File: src/rtl/cortex_pkg.sv
// Shared definitions for the layer-5 pyramidal path.
// Holds the Q14 fixed-point constants, the saturation limit helpers and the
// apical burst FSM state encoding.
package cortex_pkg;

  // Default Q4.14 data format
  localparam int Q_WIDTH = 18;
  localparam int Q_FRAC  = 14;

  // Q14 constants
  localparam int ONE      = 16384;  // 1.0
  localparam int HALF     = 8192;   // 0.5
  localparam int GAIN_MIN = 4096;   // 0.25
  localparam int GAIN_MAX = 32768;  // 2.0

  // Largest value representable in a signed word of the given width
  function automatic longint sat_hi(input int width);
    return (longint'(1) <<< (width - 1)) - 1;
  endfunction

  // Smallest value representable in a signed word of the given width
  function automatic longint sat_lo(input int width);
    return -(longint'(1) <<< (width - 1));
  endfunction

  // Coincidence state machine states
  typedef enum logic [1:0] {
    ST_IDLE       = 2'd0,
    ST_BURST      = 2'd1,
    ST_REFRACTORY = 2'd2
  } burst_state_e;

endpackage

File: src/rtl/sat_mul_q14.sv
// Signed Q-format multiply: full-width product, arithmetic shift right by
// FRAC (rounds toward minus infinity), then saturation to the WIDTH-bit
// signed range. Purely combinational. Also used for the x2 burst boost by
// tying one operand to the constant 2.0.
module sat_mul_q14
  import cortex_pkg::*;
#(
  parameter int WIDTH = Q_WIDTH,
  parameter int FRAC  = Q_FRAC
) (
  input  logic signed [WIDTH-1:0] i_a,
  input  logic signed [WIDTH-1:0] i_b,
  output logic signed [WIDTH-1:0] o_p
);

  localparam int PW = 2 * WIDTH;
  localparam logic signed [PW-1:0] LIM_HI = PW'(sat_hi(WIDTH));
  localparam logic signed [PW-1:0] LIM_LO = PW'(sat_lo(WIDTH));

  logic signed [PW-1:0] w_a_ext;
  logic signed [PW-1:0] w_b_ext;
  logic signed [PW-1:0] w_prod;
  logic signed [PW-1:0] w_shift;

  // Sign-extend, multiply at full width, rescale and clamp
  always_comb begin
    w_a_ext = {{WIDTH{i_a[WIDTH-1]}}, i_a};
    w_b_ext = {{WIDTH{i_b[WIDTH-1]}}, i_b};
    w_prod  = w_a_ext * w_b_ext;
    w_shift = w_prod >>> FRAC;
    // NOTE: every branch below assigns o_p, and the plain else covers the
    // in-range case, so no storage is implied for this combinational output.
    if (w_shift > LIM_HI) begin
      o_p = LIM_HI[WIDTH-1:0];
    end else if (w_shift < LIM_LO) begin
      o_p = LIM_LO[WIDTH-1:0];
    end else begin
      o_p = w_shift[WIDTH-1:0];
    end
  end

endmodule

File: src/rtl/apical_burst_gate.sv
// Apical burst gate: gain-modulated dendritic drive for the layer-5 path.
// Stage 1 samples basal drive and the clamped Q14 apical gain on clk_en;
// stage 2 multiplies them on the following clk_en and registers the
// saturated result. All state advances only on clk_en.
//
// Build option APICAL_BURST_EN: when defined, a coincidence FSM issues
// fixed-length bursts (output doubled, burst_active high) followed by a
// refractory period, and counts burst entries. When undefined, the FSM is
// absent, burst_active and burst_count are tied low, and dendritic_out is the
// plain saturated product with unchanged latency.
module apical_burst_gate
  import cortex_pkg::*;
#(
  parameter int WIDTH        = Q_WIDTH,
  parameter int FRAC         = Q_FRAC,
  parameter int GAIN_THRESH  = ONE + HALF,
  parameter int BASAL_THRESH = HALF,
  parameter int BURST_LEN    = 8,
  parameter int REFRAC_LEN   = 40
) (
  input  logic                    clk,
  input  logic                    rst,
  input  logic                    clk_en,
  input  logic signed [WIDTH-1:0] basal_input,
  input  logic signed [WIDTH-1:0] apical_gain,
  output logic signed [WIDTH-1:0] dendritic_out,
  output logic                    out_valid,
  output logic                    burst_active,
  output logic [15:0]             burst_count
);

  localparam logic signed [WIDTH-1:0] G_MIN = WIDTH'(GAIN_MIN);
  localparam logic signed [WIDTH-1:0] G_MAX = WIDTH'(GAIN_MAX);

  // Stage-1 registers and the unboosted stage-2 product
  logic signed [WIDTH-1:0] r_basal;
  logic signed [WIDTH-1:0] r_gain;
  logic signed [WIDTH-1:0] w_gain_clamped;
  logic signed [WIDTH-1:0] w_prod;
  logic signed [WIDTH-1:0] w_out_next;

  // Output registers
  logic signed [WIDTH-1:0] r_dout;
  logic                    r_valid;

  // Clamp the incoming gain to [0.25, 2.0] before it is sampled
  always_comb begin
    // NOTE: a default assignment first keeps this block free of latches even
    // when neither clamp bound applies.
    w_gain_clamped = apical_gain;
    if (apical_gain < G_MIN) begin
      w_gain_clamped = G_MIN;
    end else if (apical_gain > G_MAX) begin
      w_gain_clamped = G_MAX;
    end
  end

  // Stage 1: sample basal drive and clamped gain on each update tick
  always_ff @(posedge clk) begin
    // NOTE: sequential state uses non-blocking assignment so every register
    // sees the values from before this edge, independent of block ordering.
    if (rst) begin
      r_basal <= '0;
      r_gain  <= '0;
    end else if (clk_en) begin
      r_basal <= basal_input;
      r_gain  <= w_gain_clamped;
    end
  end

  // Stage 2 datapath: basal x gain, rescaled and saturated
  sat_mul_q14 #(
    .WIDTH (WIDTH),
    .FRAC  (FRAC)
  ) u_mul (
    .i_a (r_basal),
    .i_b (r_gain),
    .o_p (w_prod)
  );

`ifdef APICAL_BURST_EN

  localparam logic signed [WIDTH-1:0] G_TH   = WIDTH'(GAIN_THRESH);
  localparam logic signed [WIDTH-1:0] B_TH   = WIDTH'(BASAL_THRESH);
  localparam logic signed [WIDTH-1:0] TWO_Q  = WIDTH'(2 * ONE);
  localparam int                      MAXLEN = (BURST_LEN > REFRAC_LEN) ? BURST_LEN : REFRAC_LEN;
  localparam int                      CNT_W  = $clog2(MAXLEN + 1);

  burst_state_e            r_state;
  burst_state_e            w_next_state;
  logic [CNT_W-1:0]        r_cnt;
  logic [CNT_W-1:0]        w_next_cnt;
  logic                    w_cond;
  logic                    w_enter;
  logic                    r_burst_active;
  logic [15:0]             r_burst_count;
  logic signed [WIDTH-1:0] w_boost;

  // Doubling reuses the saturating multiplier with a constant 2.0 operand
  sat_mul_q14 #(
    .WIDTH (WIDTH),
    .FRAC  (FRAC)
  ) u_boost (
    .i_a (w_prod),
    .i_b (TWO_Q),
    .o_p (w_boost)
  );

  assign w_cond = (r_gain >= G_TH) && (r_basal >= B_TH);

  // Next-state and next-count decision from the stage-1 registers
  always_comb begin
    w_next_state = r_state;
    w_next_cnt   = r_cnt;
    w_enter      = 1'b0;
    case (r_state)
      ST_IDLE: begin
        if (w_cond) begin
          w_next_state = ST_BURST;
          w_next_cnt   = CNT_W'(BURST_LEN - 1);
          w_enter      = 1'b1;
        end
      end
      ST_BURST: begin
        if (r_cnt == '0) begin
          w_next_state = ST_REFRACTORY;
          w_next_cnt   = CNT_W'(REFRAC_LEN - 1);
        end else begin
          w_next_cnt = r_cnt - 1'b1;
        end
      end
      ST_REFRACTORY: begin
        // The coincidence condition is deliberately ignored here
        if (r_cnt == '0) begin
          w_next_state = ST_IDLE;
        end else begin
          w_next_cnt = r_cnt - 1'b1;
        end
      end
      default: begin
        w_next_state = ST_IDLE;
        w_next_cnt   = '0;
      end
    endcase
  end

  // FSM state, counter, burst flag and saturating entry count
  always_ff @(posedge clk) begin
    if (rst) begin
      r_state        <= ST_IDLE;
      r_cnt          <= '0;
      r_burst_active <= 1'b0;
      r_burst_count  <= '0;
    end else if (clk_en) begin
      r_state        <= w_next_state;
      r_cnt          <= w_next_cnt;
      r_burst_active <= (w_next_state == ST_BURST);
      if (w_enter && (r_burst_count != 16'hFFFF)) begin
        r_burst_count <= r_burst_count + 16'd1;
      end
    end
  end

  // The boost follows the next state so it lines up with burst_active
  assign w_out_next   = (w_next_state == ST_BURST) ? w_boost : w_prod;
  assign burst_active = r_burst_active;
  assign burst_count  = r_burst_count;

`else

  // Burst parameters have no effect in this build
  logic w_unused_cfg;
  assign w_unused_cfg = ^{GAIN_THRESH, BASAL_THRESH, BURST_LEN, REFRAC_LEN};

  assign w_out_next   = w_prod;
  assign burst_active = 1'b0;
  assign burst_count  = 16'd0;

`endif

  // Stage 2 output register and one-cycle valid pulse after each tick
  always_ff @(posedge clk) begin
    if (rst) begin
      r_dout  <= '0;
      r_valid <= 1'b0;
    end else begin
      r_valid <= clk_en;
      if (clk_en) begin
        r_dout <= w_out_next;
      end
    end
  end

  assign dendritic_out = r_dout;
  assign out_valid     = r_valid;

endmodule

File: config.mk
export PLATFORM = sky130hd
export DESIGN_NAME = apical_burst_gate
export DESIGN_NICKNAME = d
export VERILOG_FILES = /design/src/rtl/cortex_pkg.sv /design/src/rtl/sat_mul_q14.sv /design/src/rtl/apical_burst_gate.sv
export SDC_FILE = /design/constraint.sdc
export NUM_CORES = 1
export LEC_CHECK = 0
export CAP_MARGIN = 10
export CELL_PAD_IN_SITES_DETAIL_PLACEMENT = 0
export CELL_PAD_IN_SITES_GLOBAL_PLACEMENT = 2
export CORE_AREA = 2 2 272 140
export DETAILED_ROUTE_END_ITERATION = 7
export DIE_AREA = 0 0 274 142
export GPL_TIMING_DRIVEN = 0
export PLACE_DENSITY_LB_ADDON = 0.1
export SLEW_MARGIN = 10
export SYNTH_ARGS = -nofsm -noshare
export SYNTH_HDL_FRONTEND = slang
export SYNTH_SLANG_ARGS = --single-unit
export TNS_END_PERCENT = 30
File: constraint.sdc
create_clock -name clk -period 11.2 [get_ports clk]
set_input_delay 2.24 -clock clk [delete_from_list [all_inputs] [get_ports clk]]
set_output_delay 2.24 -clock clk [all_outputs]
set_load 0.05 [all_outputs]
Yosys cells after proc, flatten, opt, wreduce, memory -nomap -nowiden
Cells that the tools add are included.
{"block": "word_totals", "n_memories": 0, "rom_bits": 0, "wordCells": 13, "mem_bits_rw": 0, "latch_bits": 0, "output_inout_bits": 36, "regBits": 55}
{"block": "classes", "order_cmp": 4, "n_addsub": 0, "n_mux": 4, "n_bitwise": 0, "shifts": 0, "mul": 1, "n_eq_ne": 0, "div": 0, "reduce_logical": 0}
{"op": "$mux W18", "count": 4}
{"op": "$mul A18 B18 Y36", "count": 1}
{"op": "$gt A22 B18 Y1 const B", "count": 1}
{"op": "$lt A22 B18 Y1 const B", "count": 1}
{"op": "$gt A18 B17 Y1 const B", "count": 1}
{"op": "$lt A18 B14 Y1 const B", "count": 1}

Logic depth before layout (Yosys ltp)
Gate-level depths: netlist (run 1).
{"block": "logic_depth", "word_depth": 4, "mapped_depth": 28}

Modules after synthesis
From an unflattened synthesis (run 1), not the netlist that was laid out.
{"block": "hier_totals", "hier_cells": 1522, "area_unflattened_um2": 14184.9}
{"mod": "sat_mul_q14", "cells_per_inst": 1335, "area_per_inst_um2": 12160.4, "n_inst": 1}
{"mod": "apical_burst_gate", "cells_per_inst": 187, "area_per_inst_um2": 2024.4, "n_inst": 1}

Worst setup path before layout (run 1)
No wires, ideal clock.
{"block": "synth_timing", "path_type": "register to register", "start": "reg r_basal[17]", "end": "reg r_dout[8] (netlist: dendritic_out[8])", "required_time_ns": 11.075, "stages_incl_launch_ff": 23, "setup_slack_ns": 4.550, "arrival_time_ns": 6.525, "path_buffers": 3, "setup_time_ns": 0.125, "path_cell_list": "dfxtp_1 > clkbuf_1 > clkbuf_1 > nand2_1 > fa_1 > inv_1 > fa_1 > inv_1 > fa_1 > fa_1 > fa_1 > fa_1 > inv_1 > ha_1 > and3_2 > a211o_2 > a21oi_1 > o31ai_1 > a211oi_2 > o2111ai_2 > buf_4 > a31oi_1 > o31ai_1"}
{"block": "synth_between", "elab_chain_len": 4, "word_cells_on_any_way": 5, "classes_between": "mul (1); order compare (2); mux (2)"}
{"element": "start: declaration", "line": "apical_burst_gate.sv:36", "text": "logic signed [WIDTH-1:0] r_basal;"}
{"element": "start signal: assignment", "line": "apical_burst_gate.sv:66", "text": "r_basal <= basal_input;"}
{"element": "$mul A18 B18 Y36 (*)", "line": "sat_mul_q14.sv:29", "text": "w_prod = w_a_ext * w_b_ext;"}
{"element": "$lt A22 B18 Y1", "line": "sat_mul_q14.sv:35", "text": "end else if (w_shift < LIM_LO) begin"}
{"element": "$mux W18", "line": "sat_mul_q14.sv:35"}
{"element": "$mux W18 (*)", "line": "sat_mul_q14.sv:33", "text": "if (w_shift > LIM_HI) begin"}
{"element": "end signal: assignment", "line": "apical_burst_gate.sv:189", "text": "r_dout <= w_out_next;"}
{"element": "end: declaration", "line": "apical_burst_gate.sv:43", "text": "logic signed [WIDTH-1:0] r_dout;"}
Every way passes the cells marked *; elsewhere a longest branch is shown, timed or not.
A chain may end at the register's enable or synchronous reset.

Worst setup path in the final report (run 1)
{"block": "layout_timing", "start": "reg r_gain[4]", "end": "reg r_dout[5] (netlist: dendritic_out[5])"}
{"block": "layout_between", "elab_chain_len": 4, "word_cells_on_any_way": 5, "classes_between": "mul (1); order compare (2); mux (2)"}
{"element": "start: declaration", "line": "apical_burst_gate.sv:37", "text": "logic signed [WIDTH-1:0] r_gain;"}
{"element": "start signal: assignment", "line": "apical_burst_gate.sv:67", "text": "r_gain <= w_gain_clamped;"}
{"element": "$mul A18 B18 Y36 (*)", "line": "sat_mul_q14.sv:29"}
{"element": "$lt A22 B18 Y1", "line": "sat_mul_q14.sv:35"}
{"element": "$mux W18", "line": "sat_mul_q14.sv:35"}
{"element": "$mux W18 (*)", "line": "sat_mul_q14.sv:33"}
Marks and branches as above.

==> impl_summary.txt, run 1 <==
----------------------------------------------------
[Worst hold path]
  End point of the worst hold path ... dendritic_out[17]$_SDFFE_PP0P_
  Hold Path Depth ... 2
  Worst min-delay path startpoint ... dendritic_out[17]$_SDFFE_PP0P_
  Worst hold-check path type ... flop to flop

[Place]
  DP Wirelength ... ~40000 um
  Final estimated routing congestion in global placement ... 0.881
  Number of I/O port buffers ... between 50 and 60
  Worst setup timing slack at the placement stage ... 3.04 ns

[Power and ir drop]
  Clock power frac ... 0.210
  Part of the total power dissipated in sequential elements ... 0.263
  Pint ... 493 uW
  Combinational group share of total power ... 0.527
  P per Cell Area ... a little under 60 nW/um2
  NetSw ... between 400 and 500 uW
  Peak supply drop ... ~0.11 mV
  Switching power as a share of total power ... 0.470
  Static Leakage ... between 0.007 and 0.008 uW

[Synth]
  Post-synthesis instance total ... ~1600
  Sequential cell area fraction in the yosys report ... 0.0766
  Area fraction of the dominant cell type after synthesis ... 0.457
  Asr flop ratio synth ... 0
  Most common flop cell mapped by yosys ... sky130_fd_sc_hd__dfxtp_1
  Ys Warns ... 0
  Number of different library cells in the post-synthesis netlist ... approximately 70
  Number of flops mapped to enable cells by yosys ... 0
  Combined area of all synthesized cells ... 14400 um2
  Cell types with the largest area share after synthesis ... sky130_fd_sc_hd__fa_1 46%, sky130_fd_sc_hd__inv_1 9.7%, sky130_fd_sc_hd__dfxtp_1 7.7%
  Top cell type by total area after synthesis ... sky130_fd_sc_hd__fa_1
  Post-Synthesis Mean Instance Area ... around 9 um2
  Number of storage elements in the synthesis netlist ... between 50 and 60

[Critical path]
  Path length in cells of the critical path ... 22
  Arrival time at the worst endpoint ... roughly 8.4 ns
  CP top delay family ... adder cells
  Crit. End Element ... flop
  Chain of cells forming the critical path ... clkbuf_1, clkbuf_1, nand2_1, fa_1, inv_1, fa_1, inv_1, fa_1, fa_1, fa_1, fa_1, inv_1, ha_1, and3_2, a211o_2, a21oi_1, o31ai_1, a211oi_2, o2111ai_2, buf_4, a31oi_1, o21ai_1
  R2r startpoint ... r_gain[4]$_SDFFE_PP0P_
  Most numerous cell on the critical path ... sky130_fd_sc_hd__fa_1
  Type of element launching the critical path ... flop
  Slowest cell on the critical path ... sky130_fd_sc_hd__fa_1
  Required time of the critical path ... ~11 ns
  Worst Path Buf+Inv ... 6
  Worst R2R Path Depth ... 22
  Biggest cell delay along the critical path ... 0.80 ns
  Setup slack on the worst flop-to-flop path ... approximately 3.0 ns
  Endpoint of the worst-slack reg-to-reg timing path ... dendritic_out[5]$_SDFFE_PP0P_
  Startpoint-to-endpoint class of the critical path ... flop to flop
  Maximum fanout along the worst path ... 10

[Finish]
  Fin util ... 0.431
  Layout overhead on the synthesized area ... 9.93%
  Final Net Count ... 2134
  Fraction of final layout cells with drive strength greater than 1 ... 0.0363
  Most frequent cells in the layout ... 371 x sky130_fd_sc_hd__inv_1, 328 x sky130_fd_sc_hd__fa_1, 176 x sky130_fd_sc_hd__nand2_1
  Combined area of the multi-input logic cells ... ~11000 um2
  Commonest non-fill, non-tap cell in the layout ... sky130_fd_sc_hd__inv_1
  Fill cell instance count of the final layout ... 3714
  Reg area ... roughly 1100 um2

[Timing]
  Rel. slew slack ... 0.263
  Clock skew ... 0.0157 ns
  Transition time at the pin with the least slew margin ... between 1 and 1.5 ns
  Minimum setup slack in the final design ... roughly 3 ns
  Final Cycle Share ... 0.733
  Hold Vio Cnt, Final ... 0
  Aggregate negative setup slack ... 0 ns
  Finish-stage setup viols ... 0
  Slew Limit Fails ... 0
  Fmax ... between 0.1 and 0.15 GHz
  Final critical-path required period ... just over 8 ns
  Unrepaired setup endpoints after global routing ... no

[Die]
  Die area ... 38900 um2
  Core region area ... about 37000 um2
  Effective utilization at floorplan ... 0.392
  Die Y ... 142 um
  Row count ... 50
  Width of the die ... 274 um
  Number of top-level design ports ... 75

[Clock network]
  Number of buffers added by the clock tree synthesis step ... 5
  Htree depth ... 2
  Insertion delay of the later-clocked pin in the worst-skew pair ... around 0.31 ns
  Cell chosen for the clock root ... sky130_fd_sc_hd__clkbuf_16
  Number of hold-repair buffers added at the cts stage ... 0
  Clock edge transition at the registers on the reported setup and hold paths ... roughly 0.080 ns
  TritonCTS Sinks ... between 50 and 60
  Bufs on Longest Clock Path ... 2
  Post-cts sizing count ... 0
  Clock tree from TritonCTS ... done
  Post-CTS setup repair buffer count ... 0

[Global routing]
  Total global routing overflow ... 0
  GR Util All Layers ... 0.264
  Vias in the first global route ... between 10000 and 15000
  Largest net degree at the start of global routing ... 18
  First-pass GRT wire length ... ~74000 um
  Antenna violations before repair ... 1

[Route]
  Number of vias in the routed layout ... 10811
  Number of routed nets with antenna violations ... 0
  Drt pass-1 iters ... 5
  First-iteration detailed-routing DRC count ... around 800
  Routed wire length per instance ... around 22 um
  Drt via density ... roughly 5.0
  DRC violations left ... 0
  Total Wirelength ... slightly below 50000 um

[Run status]
  Outcome ... finished clean

[Flow run]
  Max capacitance violation total ... 0

----------------------------------------------------
## metrics by stage
step           total power (uW)  instances  hold slack [ns]  area (um2)
2_1_floorplan               551       1615            0.509       14400
3_3_place_gp                730       2166            0.458       15600
3_5_place_dp                726       2166            0.459       15600
4_1_cts                     932       2173            0.481       15800
5_1_grt                     986       2173            0.528       15800
6_report                    929       2178            0.481       15800
## power by group through the flow
| stage | clock network (uW) | logic [uW] | registers [uW] |
|---|---|---|---|
| detailed placement | 0 | 479 | 247 |
| CTS | 201 | 487 | 243 |
| finish | 195 | 490 | 244 |
| global route | 207 | 532 | 247 |
| global placement | 0 | 482 | 248 |
| floorplan | 0 | 242 | 309 |
## synthesized netlist by cell type (all sizes together) (2+ instances only)
| cell | count |
|---|---|
| a211o | 2 |
| inv | 371 |
| a21boi | 2 |
| nand2 | 176 |
| and3 | 11 |
| mux2i | 18 |
| o2111ai | 2 |
| and2b | 2 |
| o31ai | 3 |
| nand3 | 7 |
| buf | 27 |
| a31oi | 18 |
| a221o | 2 |
| nor4 | 3 |
| dfxtp | 55 |
| nand2b | 10 |
| a211oi | 8 |
| nor2b | 3 |
| a41oi | 2 |
| and2 | 157 |
| o21a | 4 |
| nand3b | 3 |
| a22o | 14 |
| nor2 | 80 |
| ha | 88 |
| a21o | 10 |
| o221ai | 2 |
| fa | 328 |
| xor2 | 7 |
| nand4 | 5 |
| or2 | 4 |
| xnor2 | 17 |
| nor3 | 26 |
| a21oi | 22 |
| o21bai | 3 |
| clkbuf | 67 |
| o21ai | 28 |
## cell type report
class | count | share of cell area
Antenna cell | 5 | 0.000792
Buffer | 94 | 0.0280
Clock buffer | 5 | 0.00792
Clock inverter | 2 | 0.00261
Inverter | 371 | 0.0881
Multi-Input combinational cell | 1095 | 0.728
Sequential cell | 55 | 0.0697
Tap cell | 494 | 0.0391
Timing Repair Buffer | 57 | 0.0361
## kinds of logic after synthesis
kind of cell,count (synthesis),synth area share
muxes,18,0.0125
buffers and inverters,465,0.128
other,1,0.000261
AOI/OAI and AO/OA,129,0.0657
DFF,55,0.0766
xor gates and xnor gates,24,0.0146
adders and majority gates,416,0.534
and+or+nand+nor,491,0.169
## metal layers
layer  GRT usage  share of wire
met2       0.310           0.34
met1       0.451           0.54
met3      0.0913           0.12
met5           0              0
met4      0.0249         0.0080
## flip-flops by register name, summed over array words and instances, names as in the netlist
name / cells
dendritic_out: 18
out_valid: 1
r_basal: 18
r_gain: 18
## how the worst max path moves through the flow
| stage | start | to | slack (ns) |
|---|---|---|---|
| global route | r_gain[4]$_SDFFE_PP0P_ | dendritic_out[10]$_SDFFE_PP0P_ | 2.46 |
| global placement | r_gain[4]$_SDFFE_PP0P_ | dendritic_out[8]$_SDFFE_PP0P_ | 3.09 |
| finish | r_gain[4]$_SDFFE_PP0P_ | dendritic_out[5]$_SDFFE_PP0P_ | 2.99 |
| detailed placement | r_gain[4]$_SDFFE_PP0P_ | dendritic_out[8]$_SDFFE_PP0P_ | 3.04 |
| floorplan | r_basal[17]$_SDFFE_PP0P_ | dendritic_out[8]$_SDFFE_PP0P_ | 4.55 |
| CTS | r_gain[4]$_SDFFE_PP0P_ | dendritic_out[8]$_SDFFE_PP0P_ | 2.98 |
## worst reg2reg max path: stages, from the launching register on
cell and delay, ns:
sky130_fd_sc_hd__dfxtp_1 0.31, sky130_fd_sc_hd__clkbuf_1 0.65, sky130_fd_sc_hd__clkbuf_1 0.58, sky130_fd_sc_hd__nand2_1 0.23, sky130_fd_sc_hd__fa_1 0.56, sky130_fd_sc_hd__inv_1 0.15
sky130_fd_sc_hd__fa_1 0.80, sky130_fd_sc_hd__inv_1 0.22, sky130_fd_sc_hd__fa_1 0.52, sky130_fd_sc_hd__fa_1 0.59, sky130_fd_sc_hd__fa_1 0.44, sky130_fd_sc_hd__fa_1 0.51
sky130_fd_sc_hd__inv_1 0.06, sky130_fd_sc_hd__ha_1 0.38, sky130_fd_sc_hd__and3_2 0.27, sky130_fd_sc_hd__a211o_2 0.41, sky130_fd_sc_hd__a21oi_1 0.16, sky130_fd_sc_hd__o31ai_1 0.10
sky130_fd_sc_hd__a211oi_2 0.23, sky130_fd_sc_hd__o2111ai_2 0.36, sky130_fd_sc_hd__buf_4 0.31, sky130_fd_sc_hd__a31oi_1 0.17, sky130_fd_sc_hd__o21ai_1 0.08
Note: power is estimated with default switching activity, not from simulation.
==> run 2: changes to the inputs <==
--- a/config.mk
+++ b/config.mk
@@ -8,9 +8,9 @@
 export CAP_MARGIN = 10
 export CELL_PAD_IN_SITES_DETAIL_PLACEMENT = 0
 export CELL_PAD_IN_SITES_GLOBAL_PLACEMENT = 2
-export CORE_AREA = 2 2 272 140
+export CORE_AREA = 2 2 286 147
 export DETAILED_ROUTE_END_ITERATION = 7
-export DIE_AREA = 0 0 274 142
+export DIE_AREA = 0 0 288 149
 export GPL_TIMING_DRIVEN = 0
 export PLACE_DENSITY_LB_ADDON = 0.1
 export SLEW_MARGIN = 10
==> constraint.sdc (replaced) <==
create_clock -name clk -period 6.85 [get_ports clk]
set_input_delay 1.37 -clock clk [delete_from_list [all_inputs] [get_ports clk]]
set_output_delay 1.37 -clock clk [all_outputs]
set_load 0.05 [all_outputs]
==> run 2 against run 1 <==
Clock-buffer cell count grew 1. Combinational power grew 80%. Non-clock buffer count up 45. Flip-flop and latch count stayed put. Total power rose by 75%. Worst hold slack improved by 0.0046 ns. Wire length grew 5.0%. Via count up 1.0%. Global-route usage is 1.8 points lower. Clock skew decreased by 0.0070 ns. Critical path type unchanged. Critical endpoint is now dendritic_out[4]$_SDFFE_PP0P_. Largest power group unchanged. Highest routed layer is now met5.
==> impl_summary.txt, run 2 (synthesized netlist as in run 1, its figures left out) <==
----------------------------------------------------
[Clock network]
  Cell chosen for the clock root ... sky130_fd_sc_hd__clkbuf_16
  Insertion delay of the later-clocked pin in the worst-skew pair ... between 0.3 and 0.4 ns
  Number of hold-repair buffers added at the cts stage ... 0
  Bufs on Longest Clock Path ... 2
  Htree depth ... 2
  Clock edge transition at the registers on the reported setup and hold paths ... 0.08 ns
  Number of buffers added by the clock tree synthesis step ... 5
  Clock tree from TritonCTS ... done
  TritonCTS Sinks ... 55

[Route]
  Number of routed nets with antenna violations ... 0
  First-iteration detailed-routing DRC count ... between 800 and 900
  Total Wirelength ... around 51000 um
  Routed wire length per instance ... 22.2 um
  Drt via density ... around 4.8
  DRC violations left ... 0
  Drt pass-1 iters ... 6
  Number of vias in the routed layout ... between 10000 and 15000

[Critical path]
  Worst R2R Path Depth ... 25
  Setup slack on the worst flop-to-flop path ... approximately 0.15 ns
  Worst Path Buf+Inv ... 9
  Maximum fanout along the worst path ... 7
  Crit. End Element ... flop
  Required time of the critical path ... approximately 7.1 ns
  Arrival time at the worst endpoint ... 6.90 ns
  Critical path launch point ... r_gain[9]$_SDFFE_PP0P_
  CP top delay family ... adder cells
  Startpoint-to-endpoint class of the critical path ... flop to flop
  Type of element launching the critical path ... flop
  Most numerous cell on the critical path ... sky130_fd_sc_hd__fa_1
  Destination of the critical timing path ... dendritic_out[4]$_SDFFE_PP0P_
  Biggest cell delay along the critical path ... roughly 0.6 ns
  Endpoint of the worst-slack reg-to-reg timing path ... dendritic_out[4]$_SDFFE_PP0P_
  R2r startpoint ... r_gain[9]$_SDFFE_PP0P_
  Path length in cells of the critical path ... 25
  Slowest cell on the critical path ... sky130_fd_sc_hd__fa_1

[Finish]
  Combined area of the multi-input logic cells ... approximately 12000 um2
  Commonest non-fill, non-tap cell in the layout ... sky130_fd_sc_hd__inv_1
  Fraction of final layout cells with drive strength greater than 1 ... 0.139
  Most frequent cells in the layout ... 365 x sky130_fd_sc_hd__inv_1, 313 x sky130_fd_sc_hd__fa_1, 175 x sky130_fd_sc_hd__nand2_1
  Layout overhead on the synthesized area ... 17.9%
  Fill cell instance count of the final layout ... ~4200
  Final Net Count ... between 2000 and 2500
  Reg area ... 1220 um2

[Timing]
  Slew Limit Fails ... 0
  Final Cycle Share ... 0.978
  Worst Hold Margin ... slightly below 0.5 ns
  Final critical-path required period ... 6.70 ns
  Fmax ... 0.149 GHz
  Rel. slew slack ... 0.256
  Hold Vio Cnt, Final ... 0
  Finish-stage setup viols ... 0
  Transition time at the pin with the least slew margin ... roughly 1.1 ns
  Aggregate negative setup slack ... 0 ns
  Clock skew ... ~0.0087 ns

[Power and ir drop]
  Static Leakage ... around 0.0084 uW
  P per Cell Area ... roughly 96 nW/um2
  Peak supply drop ... around 0.16 mV
  Power consumption ... 1620 uW

[Global routing]
  GR Util All Layers ... 0.246
  Total global routing overflow ... 0
  Largest net degree at the start of global routing ... 20
  Vias in the first global route ... ~11000
  First-pass GRT wire length ... roughly 76000 um
  Antenna violations before repair ... 1

[Die]
  Die Y ... around 150 um
  Effective utilization at floorplan ... 0.352
  Number of top-level design ports ... 75
  Width of the die ... roughly 290 um
  Die area ... 42900 um2
  Row count ... 53
  Core region area ... a little over 40000 um2

[Place]
  Final estimated routing congestion in global placement ... about 0.86
  Number of I/O port buffers ... between 50 and 60
  DP Wirelength ... 41600 um

[Flow run]
  Max capacitance violation total ... 0

[Worst hold path]
  Worst hold-check path type ... flop to flop

[Run status]
  Outcome ... finished clean

----------------------------------------------------
[run 2: changes by cell type in the layout (fill, tap and decap cells not counted), sizes merged]
cell      before  now
buf           27  117
clkinvlp       0    2
diode          5    1
clkbuf        72   28
inv          372  370
[run 2: stage by stage]
stage           util  std cells  instance area (um2)  worst slack, ns
6_report       0.415       2276                16900            0.148
5_1_grt        0.415       2275                16900          -0.0310
4_1_cts        0.396       2216                16200         -0.00462
3_5_place_dp   0.384       2222                15700            -1.28
3_3_place_gp   0.384       2222                15700            -1.26
2_1_floorplan      -       1615                14400            0.200
[run 2: worst min path at each step]
stage / from / end / cells after the start
after floorplan: r_gain[15]$_SDFFE_PP0P_ / r_gain[15]$_SDFFE_PP0P_ / 2
after global placement: dendritic_out[17]$_SDFFE_PP0P_ / dendritic_out[17]$_SDFFE_PP0P_ / 2
after detailed placement: dendritic_out[17]$_SDFFE_PP0P_ / dendritic_out[17]$_SDFFE_PP0P_ / 2
after CTS: dendritic_out[17]$_SDFFE_PP0P_ / dendritic_out[17]$_SDFFE_PP0P_ / 2
after global routing: dendritic_out[17]$_SDFFE_PP0P_ / dendritic_out[17]$_SDFFE_PP0P_ / 2
final: dendritic_out[17]$_SDFFE_PP0P_ / dendritic_out[17]$_SDFFE_PP0P_ / 2
[run 2: power breakdown]
| group | switching (uW) | internal, uW |
|---|---|---|
| clock network | 145 | 175 |
| registers | 63.7 | 357 |
| logic | 533 | 349 |
| total | 741 | 882 |
[run 2: area by class of cell]
class | count | share of cell area
buffer | 66 | 0.0323
timing repair buffer | 130 | 0.0727
tap | 550 | 0.0406
antenna | 1 | 0.000148
clock inverter | 2 | 0.00229
clock buffer | 6 | 0.00761
inverter | 371 | 0.0826
multi-input combinational | 1095 | 0.689
sequential | 55 | 0.0723
[run 2: worst reg2reg max path: stages, from the launching register on]
cell	delay (ns)
sky130_fd_sc_hd__dfxtp_4	0.44
sky130_fd_sc_hd__buf_8	0.17
sky130_fd_sc_hd__buf_6	0.19
sky130_fd_sc_hd__nand2_1	0.10
sky130_fd_sc_hd__fa_1	0.55
sky130_fd_sc_hd__inv_1	0.06
sky130_fd_sc_hd__fa_1	0.50
sky130_fd_sc_hd__ha_4	0.33
sky130_fd_sc_hd__fa_2	0.49
sky130_fd_sc_hd__fa_1	0.60
sky130_fd_sc_hd__inv_1	0.07
sky130_fd_sc_hd__fa_1	0.48
sky130_fd_sc_hd__inv_1	0.04
sky130_fd_sc_hd__ha_1	0.34
sky130_fd_sc_hd__and3_2	0.27
sky130_fd_sc_hd__a311o_1	0.41
sky130_fd_sc_hd__o21ai_4	0.32
sky130_fd_sc_hd__a211oi_4	0.14
sky130_fd_sc_hd__buf_4	0.17
sky130_fd_sc_hd__o31ai_4	0.25
sky130_fd_sc_hd__nor3_4	0.06
sky130_fd_sc_hd__buf_12	0.14
sky130_fd_sc_hd__a21oi_4	0.16
sky130_fd_sc_hd__buf_12	0.14
sky130_fd_sc_hd__buf_12	0.10
sky130_fd_sc_hd__o21ai_1	0.08
[run 2: layer usage]
| layer | part of all wire | vias to the layer above | GRT usage |
|---|---|---|---|
| li1 | - | 4983 | - |
| met1 | 0.54 | 5516 | 0.419 |
| met2 | 0.34 | 398 | 0.287 |
| met3 | 0.11 | 21 | 0.0876 |
| met4 | 0.0074 | 2 | 0.0238 |
| met5 | 0.0015 | - | 0.0136 |
[run 2: timing repair]
item | 4_1_cts | 5_1_grt
setup endpoints to repair | 18 | 18
pin swaps | 7 | 23
gates resized for setup | 131 | 105
buffers inserted | 10 | 63
==> run 3: changes to the inputs <==
--- a/config.mk
+++ b/config.mk
@@ -8,9 +8,9 @@
 export CAP_MARGIN = 10
 export CELL_PAD_IN_SITES_DETAIL_PLACEMENT = 0
 export CELL_PAD_IN_SITES_GLOBAL_PLACEMENT = 2
-export CORE_AREA = 2 2 286 147
+export CORE_AREA = 2 2 194 215
 export DETAILED_ROUTE_END_ITERATION = 7
-export DIE_AREA = 0 0 288 149
+export DIE_AREA = 0 0 196 217
 export GPL_TIMING_DRIVEN = 0
 export PLACE_DENSITY_LB_ADDON = 0.1
 export SLEW_MARGIN = 10
==> run 3 against run 2 <==
Total power fell by 5.3%. Worst hold slack got worse by 0.0040 ns. Register-to-register slack improved by 0.08 ns. Flip-flop and latch count did not move. Wire length fell by 11%. Clock power fell by 7.2%. Non-clock buffer count fell by 28. Sequential share of layout area rose by 0.081 points. Via count fell by 2.2%. Sequential power barely moved.
==> impl_summary.txt, run 3 (synthesized netlist as in run 1, its figures left out) <==
----------------------------------------------------
[Run status]
  Outcome ... finished clean

[Route]
  Number of vias in the routed layout ... between 10000 and 15000
  DRC violations left ... 0
  Total Wirelength ... ~45000 um
  Routed wire length per instance ... ~20 um
  First-iteration detailed-routing DRC count ... around 430
  Drt via density ... 4.82
  Number of routed nets with antenna violations ... 0
  Drt pass-1 iters ... 5

[Timing]
  Transition time at the pin with the least slew margin ... ~0.9 ns
  Hold Vio Cnt, Final ... 0
  Finish-stage setup viols ... 0
  Clock skew ... around 0.021 ns
  Rel. slew slack ... 0.401
  Final Cycle Share ... 0.967
  Final critical-path required period ... 6.63 ns
  Slew Limit Fails ... 0
  Fmax ... between 0.15 and 0.2 GHz

[Clock network]
  Clock edge transition at the registers on the reported setup and hold paths ... around 0.080 ns
  Insertion delay of the later-clocked pin in the worst-skew pair ... between 0.3 and 0.4 ns
  Bufs on Longest Clock Path ... 2
  TritonCTS Sinks ... 55
  Cell chosen for the clock root ... sky130_fd_sc_hd__clkbuf_16
  Htree depth ... 2
  Clock tree from TritonCTS ... done
  Number of hold-repair buffers added at the cts stage ... 0
  Number of buffers added by the clock tree synthesis step ... 5

[Finish]
  Combined area of the multi-input logic cells ... around 12000 um2
  Commonest non-fill, non-tap cell in the layout ... sky130_fd_sc_hd__inv_1
  Fin util ... 0.406
  Fill cell instance count of the final layout ... about 4200
  Layout overhead on the synthesized area ... 14.8%
  Final Net Count ... around 2200
  Antenna cells ... 0
  Fraction of final layout cells with drive strength greater than 1 ... 0.117
  Reg area ... between 1000 and 1500 um2
  Most frequent cells in the layout ... 367 x sky130_fd_sc_hd__inv_1, 324 x sky130_fd_sc_hd__fa_1, 175 x sky130_fd_sc_hd__nand2_1

[Place]
  Final estimated routing congestion in global placement ... roughly 0.85
  DP Wirelength ... approximately 37000 um
  Number of I/O port buffers ... between 50 and 60

[Global routing]
  Antenna violations before repair ... 2
  GR Util All Layers ... 0.224
  Total global routing overflow ... 0
  Vias in the first global route ... 11625
  First-pass GRT wire length ... approximately 71000 um
  Largest net degree at the start of global routing ... 20

[Die]
  Die Y ... between 200 and 250 um
  Core region area ... ~41000 um2
  Width of the die ... around 200 um
  Die area ... 42500 um2
  Row count ... 78
  Number of top-level design ports ... 75
  Effective utilization at floorplan ... 0.354

[Worst hold path]
  Hold Path Depth ... 2
  Worst hold-check path type ... flop to flop
  Worst min-delay path startpoint ... dendritic_out[17]$_SDFFE_PP0P_
  End point of the worst hold path ... dendritic_out[17]$_SDFFE_PP0P_

[Critical path]
  Startpoint-to-endpoint class of the critical path ... flop to flop
  Arrival time at the worst endpoint ... roughly 6.9 ns
  Setup slack on the worst flop-to-flop path ... ~0.22 ns
  Maximum fanout along the worst path ... 19
  Type of element launching the critical path ... flop
  R2r startpoint ... r_gain[8]$_SDFFE_PP0P_
  Required time of the critical path ... between 7 and 8 ns
  Crit. End Element ... flop
  Worst R2R Path Depth ... 22
  Endpoint of the worst-slack reg-to-reg timing path ... dendritic_out[8]$_SDFFE_PP0P_

[Power and ir drop]
  Switching power as a share of total power ... 0.463
  Peak supply drop ... 0.122 mV
  Power consumption ... 1540 uW
  Combinational group share of total power ... 0.532
  NetSw ... 712 uW
  Pint ... 825 uW
  P per Cell Area ... between 90 and 100 nW/um2
  Part of the total power dissipated in sequential elements ... 0.275
  Clock power frac ... 0.193
  Static Leakage ... 0.00822 uW

[Flow run]
  Max capacitance violation total ... 0

----------------------------------------------------
==> run 3: power by group through the flow <==
stage                     Clock (uW)  Sequential [uW]  Combinational [uW]
after floorplan                    0              505                 396
after global placement             0              404                 788
after detailed placement           0              405                 788
after CTS                        310              431                 794
after global routing             319              430                 890
final                            297              422                 818
==> run 3: critical path, stage by stage, from the launching register on <==
cell and delay, ns:
sky130_fd_sc_hd__dfxtp_2 0.63, sky130_fd_sc_hd__and2_1 0.22, sky130_fd_sc_hd__fa_1 0.40, sky130_fd_sc_hd__inv_1 0.07
sky130_fd_sc_hd__fa_1 0.45, sky130_fd_sc_hd__fa_1 0.51, sky130_fd_sc_hd__inv_1 0.05, sky130_fd_sc_hd__fa_1 0.53
sky130_fd_sc_hd__fa_1 0.54, sky130_fd_sc_hd__inv_1 0.07, sky130_fd_sc_hd__fa_1 0.49, sky130_fd_sc_hd__inv_1 0.05
sky130_fd_sc_hd__ha_2 0.30, sky130_fd_sc_hd__and3_2 0.25, sky130_fd_sc_hd__a311o_1 0.37, sky130_fd_sc_hd__o21ai_4 0.35
sky130_fd_sc_hd__a211oi_4 0.15, sky130_fd_sc_hd__o21a_1 0.25, sky130_fd_sc_hd__buf_4 0.15, sky130_fd_sc_hd__nor3_2 0.23
sky130_fd_sc_hd__a21oi_4 0.11, sky130_fd_sc_hd__buf_12 0.14, sky130_fd_sc_hd__o31ai_1 0.21
==> run 3: through the flow <==
stage	setup WS (ns)	setup TNS, ns	hold slack, ns	instances	instance area [um2]
after floorplan	0.200	0	0.509	1615	14400
after global placement	-1.29	-21.89	0.449	2192	15700
after detailed placement	-1.23	-21.06	0.462	2192	15700
after CTS	0.0333	0	0.484	2187	16100
after global routing	-0.00791	-0.0129	0.486	2217	16500
final	0.224	0	0.482	2217	16500
==> run 3: final cells by class <==
class | count | share of cell area
inverters | 371 | 0.0849
well taps | 520 | 0.0394
multi-input cells | 1095 | 0.705
repair buffers | 102 | 0.0574
flip-flops and latches | 55 | 0.0731
plain buffers | 66 | 0.0308
clock inverters | 2 | 0.00121
clock buffers | 6 | 0.00842
==> run 3: timing repair <==
item	CTS	global route
pin swaps	4	13
gates resized for setup	116	69
buffers inserted	11	33
setup endpoints to repair	18	18
cloned	0	1
==> run 3: worst max-delay path by stage <==
| stage | slack, ns | from | end |
|---|---|---|---|
| floorplan | 0.20 | r_basal[17]$_SDFFE_PP0P_ | dendritic_out[8]$_SDFFE_PP0P_ |
| global placement | -1.29 | r_basal[7]$_SDFFE_PP0P_ | dendritic_out[15]$_SDFFE_PP0P_ |
| detailed placement | -1.23 | r_basal[7]$_SDFFE_PP0P_ | dendritic_out[15]$_SDFFE_PP0P_ |
| CTS | 0.03 | r_gain[0]$_SDFFE_PP0P_ | dendritic_out[8]$_SDFFE_PP0P_ |
| global route | -0.008 | r_gain[0]$_SDFFE_PP0P_ | dendritic_out[8]$_SDFFE_PP0P_ |
| finish | 0.22 | r_gain[8]$_SDFFE_PP0P_ | dendritic_out[8]$_SDFFE_PP0P_ |
==> run 3: metal layers <==
metal,track usage,vias up,wire length [um]
li1,-,4923,-
met1,0.287,5559,19000
met2,0.402,152,23600
met3,0.0211,42,1180
met4,0.0641,0,1130
met5,0,-,0
